## config.mk

```make
export PLATFORM = sky130hd
export DESIGN_NAME = writeback_arbiter
export DESIGN_NICKNAME = d
export VERILOG_FILES = /design/src/rtl/writeback_arbiter_pkg.sv /design/src/rtl/wb_result_fifo.sv /design/src/rtl/writeback_arbiter.sv
export SDC_FILE = /design/constraint.sdc
export NUM_CORES = 1
export LEC_CHECK = 0
export CORE_MARGIN = 5
export CORE_UTILIZATION = 45
export DETAILED_ROUTE_END_ITERATION = 12
export GPL_TIMING_DRIVEN = 0
export PLACE_DENSITY = 0.69
export SYNTH_ARGS = -nofsm -noshare
export SYNTH_HDL_FRONTEND = slang
export SYNTH_HIERARCHICAL = 1
export SYNTH_SLANG_ARGS = --single-unit
```

## constraint.sdc

```tcl
create_clock -name i_clk -period 12.58 [get_ports i_clk]
set_input_delay 1.258 -clock i_clk [delete_from_list [all_inputs] [get_ports i_clk]]
set_output_delay 1.258 -clock i_clk [all_outputs]
set_load 0.005 [all_outputs]
```

## src/rtl/writeback_arbiter_pkg.sv

```systemverilog
// rtl/writeback_arbiter_pkg.sv - shared types and constants for the writeback arbiter
package writeback_arbiter_pkg;

  localparam int WB_DATA_WIDTH  = 64;
  localparam int WB_ADDR_WIDTH  = 5;
  localparam int FIFO_DEPTH_DEF = 4;
  localparam int REG_ZERO       = 0;

  typedef struct packed {
    logic [WB_ADDR_WIDTH-1:0] rd;
    logic [WB_DATA_WIDTH-1:0] data;
  } wb_req_t;

endpackage

```

## src/rtl/wb_result_fifo.sv

```systemverilog
// rtl/wb_result_fifo.sv - long-latency result buffer with kill-by-rd and pending mask
module wb_result_fifo
  import writeback_arbiter_pkg::*;
#(
  parameter int DATA_WIDTH = WB_DATA_WIDTH,
  parameter int ADDR_WIDTH = WB_ADDR_WIDTH,
  parameter int REG_DEPTH  = 32,
  parameter int DEPTH      = FIFO_DEPTH_DEF
) (
  input  logic                  i_clk,
  input  logic                  i_rstn,
  input  logic                  i_push,
  input  logic [ADDR_WIDTH-1:0] i_push_rd,
  input  logic [DATA_WIDTH-1:0] i_push_data,
  input  logic                  i_pop,
  input  logic                  i_kill_valid,
  input  logic [ADDR_WIDTH-1:0] i_kill_rd,
  output logic [ADDR_WIDTH-1:0] o_head_rd,
  output logic [DATA_WIDTH-1:0] o_head_data,
  output logic                  o_head_live,
  output logic                  o_full,
  output logic                  o_empty,
  output logic [REG_DEPTH-1:0]  o_pending_mask
);

  localparam int PTR_W = $clog2(DEPTH);
  localparam int CNT_W = PTR_W + 1;

  logic [DATA_WIDTH-1:0] data_q [DEPTH];
  logic [ADDR_WIDTH-1:0] rd_q   [DEPTH];
  logic [ADDR_WIDTH-1:0] rd_d   [DEPTH];
  logic [DEPTH-1:0]      valid_q, valid_d;
  logic [DEPTH-1:0]      kill_q, kill_d;
  logic [PTR_W-1:0]      wr_ptr_q, rd_ptr_q;
  logic [CNT_W-1:0]      count_q;
  logic [REG_DEPTH-1:0]  mask_q, mask_d;

  // Next-state flags: kill matches, pop clears head, push fills tail (killed if rd matches the same-cycle write)
  always_comb begin
    valid_d = valid_q;
    kill_d  = kill_q;
    rd_d    = rd_q;
    for (int i = 0; i < DEPTH; i++) begin
      if (i_kill_valid && valid_q[i] && (rd_q[i] == i_kill_rd)) kill_d[i] = 1'b1;
    end
    if (i_pop) begin
      valid_d[rd_ptr_q] = 1'b0;
      kill_d[rd_ptr_q]  = 1'b0;
    end
    if (i_push) begin
      valid_d[wr_ptr_q] = 1'b1;
      kill_d[wr_ptr_q]  = i_kill_valid && (i_push_rd == i_kill_rd);
      rd_d[wr_ptr_q]    = i_push_rd;
    end
    mask_d = '0;
    for (int i = 0; i < DEPTH; i++) begin
      if (valid_d[i] && !kill_d[i]) mask_d[rd_d[i]] = 1'b1;
    end
  end

  // Control state: pointers, occupancy, entry flags and the post-edge pending mask
  always_ff @(posedge i_clk) begin
    if (!i_rstn) begin
      wr_ptr_q <= '0;
      rd_ptr_q <= '0;
      count_q  <= '0;
      valid_q  <= '0;
      kill_q   <= '0;
      mask_q   <= '0;
    end else begin
      valid_q <= valid_d;
      kill_q  <= kill_d;
      mask_q  <= mask_d;
      if (i_push) wr_ptr_q <= wr_ptr_q + 1'b1;
      if (i_pop)  rd_ptr_q <= rd_ptr_q + 1'b1;
      count_q <= count_q + CNT_W'(i_push) - CNT_W'(i_pop);
    end
  end

  // Payload storage needs no reset; entries are qualified by their valid flags
  always_ff @(posedge i_clk) begin
    rd_q <= rd_d;
    if (i_push) data_q[wr_ptr_q] <= i_push_data;
  end

  assign o_head_rd      = rd_q[rd_ptr_q];
  assign o_head_data    = data_q[rd_ptr_q];
  assign o_head_live    = valid_q[rd_ptr_q] && !kill_q[rd_ptr_q];
  assign o_full         = (count_q == CNT_W'(DEPTH));
  assign o_empty        = (count_q == '0);
  assign o_pending_mask = mask_q;

endmodule

```

## src/rtl/writeback_arbiter.sv

```systemverilog
// rtl/writeback_arbiter.sv - merges pipeline and long-latency results onto register file write port 3
module writeback_arbiter
  import writeback_arbiter_pkg::*;
#(
  parameter int DATA_WIDTH = WB_DATA_WIDTH,
  parameter int ADDR_WIDTH = WB_ADDR_WIDTH,
  parameter int REG_DEPTH  = 32,
  parameter int FIFO_DEPTH = FIFO_DEPTH_DEF
) (
  input  logic                  i_clk,
  input  logic                  i_rstn,
  input  logic                  i_wb_valid,
  input  logic [ADDR_WIDTH-1:0] i_wb_rd,
  input  logic [DATA_WIDTH-1:0] i_wb_data,
  input  logic                  i_lu_valid,
  input  logic [ADDR_WIDTH-1:0] i_lu_rd,
  input  logic [DATA_WIDTH-1:0] i_lu_data,
  output logic                  o_lu_ready,
  output logic                  o_write_en_3,
  output logic [ADDR_WIDTH-1:0] o_addr_3,
  output logic [DATA_WIDTH-1:0] o_write_data_3,
  output logic [REG_DEPTH-1:0]  o_pending_mask,
  output logic                  o_empty
);

  logic                  wb_hit, lu_push, fifo_pop;
  logic [ADDR_WIDTH-1:0] head_rd;
  logic [DATA_WIDTH-1:0] head_data;
  logic                  head_live, fifo_full, fifo_empty;
  logic [REG_DEPTH-1:0]  fifo_mask;

  // Writes to register zero are architecturally void, so they neither win the port nor kill entries
  assign wb_hit     = i_wb_valid && (i_wb_rd != ADDR_WIDTH'(REG_ZERO));
  assign o_lu_ready = i_rstn && !fifo_full;
  assign lu_push    = i_lu_valid && o_lu_ready && (i_lu_rd != ADDR_WIDTH'(REG_ZERO));
  assign fifo_pop   = i_rstn && !wb_hit && !fifo_empty;

  wb_result_fifo #(
    .DATA_WIDTH (DATA_WIDTH),
    .ADDR_WIDTH (ADDR_WIDTH),
    .REG_DEPTH  (REG_DEPTH),
    .DEPTH      (FIFO_DEPTH)
  ) u_fifo (
    .i_clk          (i_clk),
    .i_rstn         (i_rstn),
    .i_push         (lu_push),
    .i_push_rd      (i_lu_rd),
    .i_push_data    (i_lu_data),
    .i_pop          (fifo_pop),
    .i_kill_valid   (wb_hit),
    .i_kill_rd      (i_wb_rd),
    .o_head_rd      (head_rd),
    .o_head_data    (head_data),
    .o_head_live    (head_live),
    .o_full         (fifo_full),
    .o_empty        (fifo_empty),
    .o_pending_mask (fifo_mask)
  );

  // Write port mux: pipeline first, then a live FIFO head; killed heads drain silently
  always_comb begin
    o_write_en_3   = 1'b0;
    o_addr_3       = '0;
    o_write_data_3 = '0;
    if (!i_rstn) begin
      o_write_en_3 = 1'b0;
    end else if (wb_hit) begin
      o_write_en_3   = 1'b1;
      o_addr_3       = i_wb_rd;
      o_write_data_3 = i_wb_data;
    end else if (!fifo_empty && head_live) begin
      o_write_en_3   = 1'b1;
      o_addr_3       = head_rd;
      o_write_data_3 = head_data;
    end
  end

  assign o_pending_mask = i_rstn ? fifo_mask : '0;
  assign o_empty        = !i_rstn || fifo_empty;

endmodule

```

==> results.tsv, run 1 <==
metric	value	unit
yosys_most_used_dff	edfxtp_1	
finalHoldViolCount	0	
cts_max_level	2	
drc	0	
core	33400	um2
hold_buffers	0	
syn_nets	1314	
hpwl	30300	um
mostFrequentLayoutCell	edfxtp_1	
cts.sinks	325	
final_antenna_net_count	0	
design_area	19400	um2
chipWidth	193	um
slew_headroom	16.1	%
worstSetupEndpointType	output pin	
rsz0062_at_grt	no	
grt_overflow	0	
required	11.32	ns
drive_above_1_share	12.2	%
dr.pass1.iters	5	
synth_cells	1161	
async_reset_ff_share	0	%
vdd_ir_drop_max	118	uV
cts_made_buffers	35	
synth_top_family_by_area	multiplexers	
clock_path_buffers	3	
yosysUniqueCellTypes	66	
avgRoutedWirePerCell	22.1	um
place_congestion	0.950	
top_level_ports	246	
n_antenna_cell	0	
seq_area_frac_synth	59.9	%
ys_ff_latch	325	
finalMaxSlewViolations	0	
dieArea	37400	um2
crit_fanout	10	
vias	10700	
grt_max_degree	48	
critPathLaunchType	input pin	
cts_tree	built	
worstMarginPinSlew	1.25	ns
drtIter0Drc	866	
yosys_warnings	6	
numPortBuffers	245	
rows	67	
arrival	4.34	ns
grt_pass1_wl	64900	um
grt_antenna_before_repair	3	
fin_worst_skew	0.0130	ns
grt_usage	22.1	%
final_nets	1600	
synth_xor_area_share	1.62	%
grt_pass1_vias	10900	
synth_compound_gate_area_share	6.32	%
synthesis.area	15100	um2
wl	42400	um
yosys.area_share.simple	13.2	%
finalSetupViolations	0	
synth_edf_count	256	
die_h	193	um
status	finished clean	
cts_resized	0	
post_cts_buffers	0	
syn2layout_area_growth	28.0	%
max_freq	0.179	GHz
timing.setup.tns	0	ns
avgSynthCellArea	13.0	um2
layout_common_cells	edfxtp_1, clkdlybuf4s50_1, nand2_1	
synthAdderAreaFrac	0.959	%
power_density	146	nW/um2
min_path_type	flop to flop	
postPlaceCellArea	18300	um2
clk_pin_slew	0.05	ns
viasPerCell	5.58	
start_util	45.4	%
maxCapViolCount	0	
clk_latency	0.52	ns
synth_mux_area_share	15.1	%
min_period	5.60	ns
fin_crit_sh	44.5	%
leakage	6.61	nW
worstSetupPathType	input pin to output pin	
cts_root_buf	clkbuf_16	
## path summary, 6_finish.rpt
path	startpoint	slack (ns)	depth (start not counted)	to
worst max register to register	u_fifo/count_q[1]$_SDFF_PN0_	8.95	11	u_fifo/o_pending_mask[11]$_SDFF_PN0_
worst max-delay path	i_wb_rd[2]	6.98	7	o_addr_3[0]
worst min register to register	u_fifo/rd_q[15]$_DFF_P_	0.56	2	u_fifo/rd_q[15]$_DFF_P_
worst min-delay path	u_fifo/rd_q[15]$_DFF_P_	0.56	2	u_fifo/rd_q[15]$_DFF_P_
## power by group
| group | internal [mW] | switching [mW] | total, mW |
|---|---|---|---|
| combinational | 0.257 | 0.310 | 0.568 |
| sequential | 1.22 | 0.0606 | 1.28 |
| clock | 0.566 | 0.413 | 0.980 |
| total | 2.05 | 0.784 | 2.83 |
## routing by layer
metal	GRT usage [%]	wire length, um
met1	30.7	18300
met2	35.1	19800
met3	4.85	2890
met4	7.13	1320
met5	0	41
## area by class of cell
type / count / area (um2)
well taps: 448 / 561
inverters: 25 / 98.8
plain buffers: 69 / 340
clock buffers: 44 / 920
clock inverters: 16 / 180
multi-input cells: 742 / 5640
flip-flops and latches: 325 / 9070
repair buffers: 249 / 2560
fillers: 2753 / 14000
## critical path, stage by stage
cell             delay [ns]
clkdlybuf4s50_1        0.59
or4_1                  0.58
o21ai_2                0.45
buf_6                  0.32
inv_2                  0.16
o21ai_1                0.38
clkdlybuf4s50_1        0.58
## synthesized netlist by cell type (11+ instances only)
master	n	share of area, %
mux2i_1	71	4.7
mux4_2	69	10
a22oi_1	33	1.6
o21ai_0	14	0.46
and2_1	37	1.5
nand4_1	11	0.45
nand2_1	214	5.3
xnor2_1	18	1.0
clkbuf_1	36	0.89
nor3_1	17	0.56
o211ai_1	17	0.84
buf_2	18	0.60
inv_1	17	0.42
o21ai_1	12	0.40
nor2_1	69	1.7
a21oi_1	12	0.40
dfxtp_1	69	9.1
nand3_1	19	0.63
edfxtp_1	256	51
nand2b_1	11	0.45
## sequential cells by signal (all words and copies together), names as in the netlist, named ones only
register               cells
u_fifo/rd_ptr_q            2
u_fifo/count_q             3
u_fifo/wr_ptr_q            2
u_fifo/data_q            256
u_fifo/kill_q              4
u_fifo/valid_q             4
u_fifo/rd_q               20
u_fifo/o_pending_mask     32
## cell families after synthesis
logic type | Yosys count
xor gates and xnor gates | 28
DFF | 325
buffers and inverters | 94
muxes | 142
and+or+nand+nor | 428
AOI/OAI and AO/OA | 133
adders and majority gates | 11
## stage by stage
step           hold WS (ns)  worst slack [ns]  util, %  instances  power (mW)
2_1_floorplan         0.479              7.34        -       1161        1.63
6_report              0.562              6.98     58.0       1918        2.83
3_5_place_dp          0.543              6.70     54.7       1858        1.87
5_1_grt               0.599              6.80     58.0       1918        2.95
4_1_cts               0.554              7.03     58.0       1918        2.85
3_3_place_gp          0.540              3.53     54.4       1854        1.86
No activity file was read; power rests on OpenSTA's default activity.
==> inputs of run 2 (changes only) <==
PLACE_DENSITY = 0.72   (was 0.69)
clock period = 4.6 ns   (was 12.58 ns; I/O delays follow)
==> run 2 against run 1 <==
- critical path depth up 8
- sequential power increased to 2.7 times the previous value
- hold slack worse by 0.0084 ns
- highest routed layer unchanged
==> results.tsv, run 2 (synthesis gave the netlist of run 1 again) <==
metric	value	unit
clk_latency	0.51	ns
chipWidth	193	um
critPathMaxStageDelay	0.62	ns
power_density	404	nW/um2
min_period	4.38	ns
place_congestion	0.948	
grt_antenna_before_repair	4	
slew_headroom	25.9	%
start_util	45.4	%
finalHoldViolCount	0	
cts_root_buf	clkbuf_16	
die_h	193	um
critical_path_buf_inv_count	7	
numPortBuffers	245	
top_level_ports	246	
clock_path_buffers	3	
nFillCells	2734	
avgRoutedWirePerCell	21.6	um
core	33400	um2
setup_ws	0.218	ns
post_cts_buffers	0	
vias	10700	
design_area	19400	um2
vdd_ir_drop_max	268	uV
dieArea	37400	um2
rows	67	
cts_tree	built	
drc	0	
largest_register_ff_count	256	
leakage	6.65	nW
postPlaceCellArea	18300	um2
worstSetupEndpointType	flop	
grt_overflow	0	
wl	41600	um
grt_usage	21.7	%
cts.sinks	325	
crit_fanout	43	
syn2layout_area_growth	28.5	%
pre_cts_ws	-0.738	ns
required	5.02	ns
regMostFlops	u_fifo/data_q	
cts_made_buffers	35	
seq_area	9070	um2
critPathSlowestCell	clkdlybuf4s50_1	
mostFrequentLayoutCell	edfxtp_1	
multi_input_area	5640	um2
finalMaxSlewViolations	0	
drtIter0Drc	961	
rsz0062_at_grt	no	
drive_above_1_share	12.4	%
cp_cell_sequence	clkdlybuf4s50_1, clkbuf_2, nor2b_1, nand2_1, a21oi_1, buf_4, nand2_2, inv_2, buf_4, buf_16, o211ai_1, o31ai_1, clkbuf_1, a32oi_1, o211ai_1	
arrival	4.80	ns
grt_pass1_wl	64100	um
grt_max_degree	50	
cts_max_level	2	
status	finished clean	
dr.pass1.iters	5	
grt_pass1_vias	10700	
worstMarginPinSlew	1.10	ns
layout_common_cells	edfxtp_1, clkdlybuf4s50_1, nand2_1	
final_nets	1599	
min_path_type	flop to flop	
critical-path-top-delay-family	buffers and inverters	
viasPerCell	5.57	
fin_crit_sh	95.3	%
clk_pin_slew	0.06	ns
final_antenna_net_count	0	
max_freq	0.228	GHz
maxCapViolCount	0	
fin_worst_skew	0.00885	ns
hpwl	29900	um
finalSetupViolations	0	
critPathLaunchType	input pin	
fin_total_pwr	7.87	mW
worstSetupPathType	input pin to flop	
## run 2: cell types whose count changed in the layout (fill, tap and decap cells not counted), moves of 2 or more
cell,before,now
clkbuf_1,43,38
clkinv_1,2,7
clkinv_2,6,1
clkbuf_2,0,3
clkbuf_8,1,4
diode_2,0,3
clkbuf_16,35,37
## run 2: area by class of cell
cell class	instances	share of cell area [%]
Sequential cell	325	46.6
Multi-Input combinational cell	742	29.0
Timing Repair Buffer	249	13.2
Clock buffer	47	5.16
Tap cell	448	2.88
Buffer	68	1.75
Clock inverter	15	0.881
Inverter	25	0.508
Antenna cell	3	0.0386
## run 2: metrics by stage
stage          cells  TNS, ns  hold WS (ns)  utilization, %
6_report        1922        0         0.554            58.3
3_5_place_dp    1858   -16.60         0.534            54.7
3_3_place_gp    1854  -307.36         0.537            54.4
5_1_grt         1921        0         0.572            58.3
4_1_cts         1919        0         0.545            58.3
2_1_floorplan   1161        0         0.479               -
## run 2: routing by layer
layer	routed length (um)	vias up	GRT usage, %
met4	1320	2	7.34
li1	-	4913	-
met1	17800	5286	29.9
met5	12	-	0
met2	19700	426	34.8
met3	2760	77	4.21
## run 2: worst min-delay path: stages, from the launching register on
cell and delay, ns:
dfxtp_1 0.38, nand2_1 0.08, nand2_1 0.05
## run 2: timing repair
action,in CTS,in global routing
endpoints found under the setup margin,22,10
hold buffers,0,0
gates resized for setup,1,3
## run 2: power breakdown
part / total [mW] / leakage (nW) / switching, mW / internal [mW]
Sequential: 3.51 / 2.88 / 0.165 / 3.35
Combinational: 1.54 / 3.20 / 0.836 / 0.703
Clock: 2.82 / 0.570 / 1.11 / 1.71
Total: 7.87 / 6.65 / 2.11 / 5.76
## run 2: final timing paths
path | slack [ns] | end | from | cells after the start
setup / recovery | 0.22 | u_fifo/o_pending_mask[16]$_SDFF_PN0_ | i_rstn | 15
hold / removal | 0.55 | u_fifo/rd_q[3]$_DFF_P_ | u_fifo/rd_q[3]$_DFF_P_ | 2
setup reg to reg | 0.83 | u_fifo/o_pending_mask[16]$_SDFF_PN0_ | u_fifo/count_q[1]$_SDFF_PN0_ | 14
hold reg to reg | 0.55 | u_fifo/rd_q[3]$_DFF_P_ | u_fifo/rd_q[3]$_DFF_P_ | 2
==> inputs of run 3 (changes only) <==
CORE_MARGIN = 2   (was 5)
PLACE_DENSITY = 0.79   (was 0.72)
==> run 3 against run 2 <==
- count of clock-buffer cells in the layout shrank 5
- critical endpoint is now o_write_data_3[40]
- cell area grew 0.26%
- largest cell class unchanged
- routed wire length grew 3.2%
- first-iteration DRC count shrank 0.73%
==> results.tsv, run 3 (synthesis gave the netlist of run 1 again) <==
metric	value	unit
status	finished clean	
numPortBuffers	245	
cp_common_cell	clkbuf_1	
largest_register_ff_count	256	
fin_crit_sh	92.3	%
leakage	6.67	nW
critPathLaunch	u_fifo/rd_ptr_q[0]$_SDFFE_PN0P_	
dp_cells	1858	
p_clk_share	36.7	%
worstSetupEndpointType	output pin	
vias	10900	
vdd_ir_drop_max	362	uV
fin_worst_skew	0.0244	ns
endpoint	o_write_data_3[40]	
grt_usage	24.3	%
regMostFlops	u_fifo/data_q	
dieArea	35100	um2
power_density	410	nW/um2
chipWidth	187	um
clk_pin_slew	0.06	ns
r2r_end	u_fifo/o_pending_mask[31]$_SDFF_PN0_	
drtIter0Drc	954	
place_congestion	0.932	
holdPathStages	1	
drive_above_1_share	12.8	%
cts_max_level	2	
dr.pass1.iters	7	
grt_max_degree	54	
crit_fanout	10	
mostFrequentLayoutCell	edfxtp_1	
arrival	3.79	ns
r2r_cells	11	
cts.sinks	325	
cts_tree	built	
core	33300	um2
finalSetupViolations	0	
slew_headroom	18.0	%
grt_pass1_vias	11000	
max_freq	0.235	GHz
finalMaxSlewViolations	0	
worstMarginPinSlew	1.22	ns
grt_pass1_wl	64900	um
avgRoutedWirePerCell	22.3	um
clk_latency	0.53	ns
required	4.14	ns
r2r_slack	0.96	ns
swShare	27.2	%
rsz0062_at_grt	no	
pwr-share-comb	19.4	%
viasPerCell	5.65	
drc	0	
start_util	45.5	%
cts_root_buf	clkbuf_16	
rows	67	
critPathSlowestCell	clkdlybuf4s50_1	
die_h	187	um
maxCapViolCount	0	
grt_overflow	0	
p_seq_share	43.9	%
fin_total_pwr	8.00	mW
clock_path_buffers	3	
min_path_type	input pin to flop	
finalHoldViolCount	0	
grt_antenna_before_repair	2	
min_period	4.25	ns
layout_common_cells	edfxtp_1, clkdlybuf4s50_1, nand2_1	
top_level_ports	246	
hpwl	30600	um
p_int	5.83	mW
cp_cell_sequence	clkbuf_2, o32a_1, a21oi_1, and3b_1, clkbuf_1, clkbuf_1, nand2_1, mux2i_1, clkdlybuf4s50_1	
wl	42900	um
final_antenna_net_count	0	
final_nets	1600	
critPathMaxStageDelay	0.56	ns
switchingPower	2.17	mW
critPathLaunchType	flop	
cts_made_buffers	35	
syn2layout_area_growth	28.9	%
worstSetupPathType	flop to output pin	
crit-reg2reg-launch	u_fifo/count_q[1]$_SDFF_PN0_	
layout.cells.non_filler	1922	
==> run 3: cell types whose count changed in the layout (fill, tap and decap cells not counted), sizes merged <==
| cell | delta |
|---|---|
| inv | -1 |
| clkinv | +3 |
| diode | -2 |
| clkbuf | -4 |
| bufinv | +3 |
| clkinvlp | +1 |
==> run 3: how the worst min path moves through the flow <==
stage	startpoint	end	slack, ns
2_1_floorplan	u_fifo/rd_q[6]$_DFF_P_	u_fifo/rd_q[6]$_DFF_P_	0.48
3_3_place_gp	u_fifo/rd_q[10]$_DFF_P_	u_fifo/rd_q[10]$_DFF_P_	0.53
3_5_place_dp	u_fifo/rd_q[17]$_DFF_P_	u_fifo/rd_q[17]$_DFF_P_	0.53
4_1_cts	i_lu_data[30]	u_fifo/data_q[2][30]$_DFFE_PP_	0.54
5_1_grt	i_lu_data[18]	u_fifo/data_q[2][18]$_DFFE_PP_	0.54
6_report	i_lu_data[30]	u_fifo/data_q[2][30]$_DFFE_PP_	0.55
==> run 3: power by group through the flow <==
stage | registers [mW] | clock network [mW] | logic [mW]
CTS | 3.50 | 2.99 | 1.55
global route | 3.53 | 3.10 | 1.68
detailed placement | 3.56 | 0 | 1.54
global placement | 3.56 | 0 | 1.52
floorplan | 3.51 | 0 | 0.952
finish | 3.51 | 2.94 | 1.56
==> run 3: final cells by class <==
class / instances / area [um2]
Antenna cell: 1 / 2.50
Buffer: 69 / 343
Clock buffer: 42 / 912
Clock inverter: 21 / 307
Fill cell: 2692 / 13800
Inverter: 25 / 98.8
Multi-Input combinational cell: 742 / 5640
Sequential cell: 325 / 9070
Tap cell: 448 / 561
Timing Repair Buffer: 249 / 2560
==> run 3: metal layers <==
layer | GRT usage, % | wire [um]
met2 | 40.5 | 20800
met4 | 9.30 | 1600
met5 | 0 | 12
met3 | 4.20 | 2940
met1 | 31.9 | 17500
==> run 3: worst max-delay path: cells and delay by family (launching register included) <==
family | cells | cell delay (ns)
AO/OA/AOI/OAI | 2 | 0.58
AND/OR/NAND/NOR | 2 | 0.30
multiplexers | 1 | 0.24
flip-flops | 1 | 0.36
buffers and inverters | 4 | 1.77
==> run 3: what timing repair did <==
action / 4_1_cts / 5_1_grt
resized for setup: 0 / 7
endpoints found under the hold margin: 0 / 0
buffers inserted: 0 / 0
hold buffers: 0 / 0
endpoints found under the setup margin: 0 / 61
==> run 3: stage by stage <==
| stage | setup TNS, ns | cell area [um2] | util [%] | hold WS [ns] | worst slack [ns] |
|---|---|---|---|---|---|
| after detailed placement | -7.33 | 18300 | 54.9 | 0.531 | -0.418 |
| after floorplan | 0 | 15100 | - | 0.479 | 0.155 |
| after global placement | -293.69 | 18100 | 54.5 | 0.526 | -3.58 |
| final | 0 | 19500 | 58.6 | 0.552 | 0.352 |
| after CTS | 0 | 19500 | 58.5 | 0.537 | 0.0480 |
| after global routing | 0 | 19500 | 58.6 | 0.544 | 0.0870 |
